**config.mk**
```make
export PLATFORM = sky130hd
export DESIGN_NAME = ysyx_store_buffer
export DESIGN_NICKNAME = d
export VERILOG_FILES = /design/src/rtl/ysyx_store_buffer.sv
export SDC_FILE = /design/constraint.sdc
export NUM_CORES = 1
export LEC_CHECK = 0
export BUFFER_PORTS_ARGS = -buffer_cell sky130_fd_sc_hd__buf_2
export CAP_MARGIN = 10
export CORE_MARGIN = 8
export CORE_UTILIZATION = 60
export CTS_BUF_LIST = sky130_fd_sc_hd__clkbuf_16
export DETAILED_ROUTE_END_ITERATION = 6
export HOLD_SLACK_MARGIN = 0.1
export PLACE_DENSITY = 0.91
export SLEW_MARGIN = 20
export SYNTH_ARGS = -nofsm -noshare
export SYNTH_HDL_FRONTEND = slang
export SYNTH_HIERARCHICAL = 1
export SYNTH_SLANG_ARGS = --single-unit
```
**constraint.sdc**
```tcl
create_clock -name clock -period 5.4 [get_ports clock]
set_input_delay 0.81 -clock clock [delete_from_list [all_inputs] [get_ports clock]]
set_output_delay 0.81 -clock clock [all_outputs]
set_load 0.02 [all_outputs]
```
**src/rtl/ysyx_store_buffer.sv**
```systemverilog
// Committed-store FIFO feeding the single-outstanding bus store port.
// Drains in program order and flags word-address conflicts for younger loads.
`ifndef YSYX_XLEN
`define YSYX_XLEN 32
`endif

module ysyx_store_buffer_match #(
    parameter int XLEN = 32
) (
    input  logic            valid,
    input  logic [XLEN-1:0] entry_addr,
    input  logic [XLEN-1:0] ld_addr,
    output logic            hit
);
    // Word granularity: the byte offset bits are shifted out of the compare.
    assign hit = valid && (((entry_addr ^ ld_addr) >> 2) == '0);
endmodule

module ysyx_store_buffer #(
    parameter int XLEN  = `YSYX_XLEN,
    parameter int DEPTH = 4
) (
    input  logic                     clock,
    input  logic                     reset,
    input  logic                     in_valid,
    input  logic [XLEN-1:0]          in_addr,
    input  logic [XLEN-1:0]          in_data,
    input  logic [7:0]               in_wstrb,
    output logic                     out_ready,
    output logic [XLEN-1:0]          out_awaddr,
    output logic                     out_awvalid,
    output logic [XLEN-1:0]          out_wdata,
    output logic [7:0]               out_wstrb,
    output logic                     out_wvalid,
    input  logic                     bus_wready,
    input  logic                     ld_valid,
    input  logic [XLEN-1:0]          ld_addr,
    output logic                     out_ld_hit,
    output logic                     out_empty,
    output logic [$clog2(DEPTH):0]   out_count
);
    localparam int AW = $clog2(DEPTH);
    localparam int PW = AW + 1;

    typedef struct packed {
        logic [XLEN-1:0] addr;
        logic [XLEN-1:0] data;
        logic [7:0]      wstrb;
    } entry_t;

    entry_t           mem [DEPTH];
    entry_t           head;
    logic [PW-1:0]    wptr;
    logic [PW-1:0]    rptr;
    logic [PW-1:0]    count;
    logic             empty;
    logic             full;
    logic             push;
    logic             pop;
    logic [DEPTH-1:0] hit_vec;

    assign count = wptr - rptr;
    assign empty = (wptr == rptr);
    assign full  = (wptr[AW-1:0] == rptr[AW-1:0]) && (wptr[AW] != rptr[AW]);
    // Fullness is judged on the registered pointers only; a same-cycle pop does not free a slot.
    assign push  = in_valid && !full;
    assign pop   = bus_wready && !empty;

    always_ff @(posedge clock) begin
        if (reset) begin
            wptr <= '0;
            rptr <= '0;
        end else begin
            if (push) wptr <= wptr + 1'b1;
            if (pop)  rptr <= rptr + 1'b1;
        end
    end

    always_ff @(posedge clock) begin
        if (push) mem[wptr[AW-1:0]] <= '{addr: in_addr, data: in_data, wstrb: in_wstrb};
    end

    assign head        = mem[rptr[AW-1:0]];
    assign out_awaddr  = head.addr;
    assign out_wdata   = head.data;
    assign out_wstrb   = head.wstrb;
    assign out_awvalid = !empty;
    assign out_wvalid  = !empty;
    assign out_ready   = !full;
    assign out_empty   = empty;
    assign out_count   = count;

    // Entry i is live when its distance from the head is below the occupancy.
    for (genvar i = 0; i < DEPTH; i++) begin : g_ent
        logic [AW-1:0] offs;
        logic          live;
        assign offs = AW'(i) - rptr[AW-1:0];
        assign live = ({1'b0, offs} < count);
        ysyx_store_buffer_match #(.XLEN(XLEN)) u_match (
            .valid      (live),
            .entry_addr (mem[i].addr),
            .ld_addr    (ld_addr),
            .hit        (hit_vec[i])
        );
    end

    assign out_ld_hit = ld_valid && (|hit_vec);
endmodule

```
==> flow_summary.toml <==
[run_status]
status = "finished clean"

[routing]
first_pass_iters = 5
drc = 0
vias = 6584
drt-initial-drc-count = 433
wl_per_cell_um = 23.28
via_per_inst = 5.900
route.antenna.remaining_nets = 0
drt-total-wl_mm = 25.98

[timing]
min_period_ps = 4571
rsz0062_at_grt = "no"
worst_pin_slew_ps = 1070
fmax_mhz = 218.8
skew_ps = 12.61
fin_ws_ps = 829.1
min_period_over_period_pct = 84.65
relSlewSlack_pct = 28.66
setup_viol = 0
fin_tns_setup_ps = 0
hold_violations = 0
finalMaxSlewViolations = 0

[synthesis]
synth_edf_count = 288
seq_area_frac_synth_pct = 70.59
ys_types = 34
synthFlopType = "edfxtp_1"
synth_fp_nets = 749
mappedNetlistArea_mm2 = 0.01248
synth_top_area_share_pct = 69.31
syn_area_per_cell_um2 = 19.97
ys_warn_count = 6
yosysTopAreaCell = "edfxtp_1"
synth_area_leaders = "edfxtp_1 69%, mux4_2 13%, xnor2_1 7.4%"
ys_seq_elements = 296
syn-instance-count = 625
ys_async_sr_fraction_pct = 0

[clocking]
path_clk_slew_ps = 60
clock_tree.root_cell = "clkbuf_16"
clock_path_buffers = 3
cts_tree = "done"
cts_hold_buffers = 0
cts-htree-levels = 1
clk_latency_ps = 540
cts_setup_buffers = 0
post_cts_resized = 0
numCtsBuffers = 29
clock-sinks = 296

[die]
die_w_um = 160.2
die_h_um = 160.2
initial_core_util_pct = 61.47
dieArea_mm2 = 0.02567
core_area_mm2 = 0.02030
ioPinCount = 189
rows = 52

[setup_path]
critical_path.max_fanout = 6
cp_data_arrival_time_ps = 3760
end_kind = "output pin"
rr_endpoint = "mem[0][43]$_DFFE_PP_"
required_ps = 4590
crit_type = "reg -> out"
reg2reg_slack_ps = 2250
start_kind = "flop"
rr_worst_depth = 6
rr_startpoint = "wptr[0]$_SDFFE_PP0P_"

[global_routing]
antenna_found_initial = 7
grt_max_degree = 73
grt_pass1_vias = 7157
gr-usage-all-layers_pct = 20.18
overflow = 0
grt_pass1_wl_mm = 40.34

[place]
postPlaceCellArea_mm2 = 0.01368
dp.final_hpwl_mm = 17.07
dpl.cell_count = 1066
dp_slack_ps = 1425
place.gp.congestion = 0.8030
port-buffer-count = 186

[cells_and_area]
fill_cells = 1260
stdcell_area_mm2 = 0.01456
syn2layout_area_growth_pct = 16.66
final_common_cell = "edfxtp_1"
nets = 951
final_cell_mix = "288 x edfxtp_1, 186 x buf_2, 106 x xnor2_1"
drive_gt1_share_pct = 36.97
stdcell_count = 1116

[pwr]
total_power_mw = 7.335
p_switching_mw = 2.395
comb_power_share_pct = 30.4
p_sw_share_pct = 32.65
leakage_nw = 4.872
peakVddDrop_mv = 0.4686
p_int_mw = 4.941
p_seq_share_pct = 44.1
clockPowerShare_pct = 25.4
power_density_mw_per_mm2 = 503.9

[hold_path]
holdCritPathClass = "in -> reg"
min_to = "mem[3][40]$_DFFE_PP_"
hold_start = "in_addr[0]"
hold_path_depth = 1

[run]
drv_cap = 0
==> through the flow <==
| stage | utilization [%] | hold slack (ps) |
|---|---|---|
| 2_1_floorplan | - | 514.8 |
| 3_3_place_gp | 67.37 | 532.9 |
| 3_5_place_dp | 67.37 | 558.4 |
| 4_1_cts | 71.68 | 451.2 |
| 5_1_grt | 71.71 | 453.4 |
| 6_report | 71.71 | 475.1 |
==> layout make-up <==
type | instances | area, um2 | share of cell area, %
flip-flops and latches | 296 | 8816 | 60.56
inverters | 10 | 37.54 | 0.2579
diodes | 2 | 5.005 | 0.03438
clock buffers | 29 | 725.7 | 4.985
repair buffers | 192 | 975.9 | 6.704
multi-input cells | 298 | 3508 | 24.10
clock inverters | 19 | 150.1 | 1.031
well taps | 270 | 337.8 | 2.321
==> flip-flops by register name, summed over array words and instances, names as in the netlist, named ones only <==
register  count
mem         288
wptr          3
rptr          3
==> synthesized netlist by cell type, types with 5 or more instances <==
| cell | n |
|---|---|
| or3_1 | 5 |
| nand4_1 | 29 |
| dfxtp_1 | 8 |
| ha_1 | 14 |
| buf_4 | 8 |
| xor2_1 | 17 |
| o311ai_0 | 5 |
| edfxtp_1 | 288 |
| nand2_1 | 7 |
| buf_2 | 8 |
| inv_1 | 10 |
| xnor2_1 | 106 |
| mux4_2 | 72 |
==> critical path: stages (launching register included) <==
cell and delay, ps:
dfxtp_1 430, inv_1 150, ha_1 220, inv_1 60, fa_1 410, inv_1 160
ha_1 250, nor2b_1 130, o21ai_0 140, nand4_1 90, or4_1 470, nor4_2 330
o41a_1 220, buf_2 170
==> power by group through the flow <==
stage / registers [mW] / clock network, mW / logic (mW)
floorplan: 3.11 / 0 / 1.70
global placement: 3.27 / 0 / 2.22
detailed placement: 3.30 / 0 / 2.24
CTS: 3.25 / 1.90 / 2.27
global route: 3.29 / 1.98 / 2.40
finish: 3.24 / 1.87 / 2.23
==> metal layers <==
metal	share of wire (%)	GRT usage (%)	wire, um
met5	0.22	0	58
met4	2.3	5.692	598
met3	7.4	5.141	1935
met2	51	35.27	13280
met1	39	24.46	10110
==> cell families (layout without fill, tap and decap cells) <==
logic type                 after synthesis  count (layout)  synth area share, %
adders and majority gates               15              15                1.564
buffers and inverters                   31             250                1.374
muxes                                   72              72                13.00
other                                    0               2                    0
DFF                                    296             296                70.59
AOI/OAI and AO/OA                       18              18                1.173
xor gates and xnor gates               123             123                8.633
and+or+nand+nor                         70              70                3.670
==> worst max-delay path by stage <==
stage	start	end	slack (ps)	depth (start not counted)
after floorplan	wptr[0]$_SDFFE_PP0P_	out_ld_hit	1650	12
after global placement	wptr[0]$_SDFFE_PP0P_	out_ld_hit	1440	13
after detailed placement	wptr[0]$_SDFFE_PP0P_	out_ld_hit	1430	13
after CTS	wptr[0]$_SDFFE_PP0P_	out_ld_hit	820	13
after global routing	wptr[0]$_SDFFE_PP0P_	out_ld_hit	600	13
final	wptr[0]$_SDFFE_PP0P_	out_ld_hit	830	13
Power figures use the tool's default switching activity.
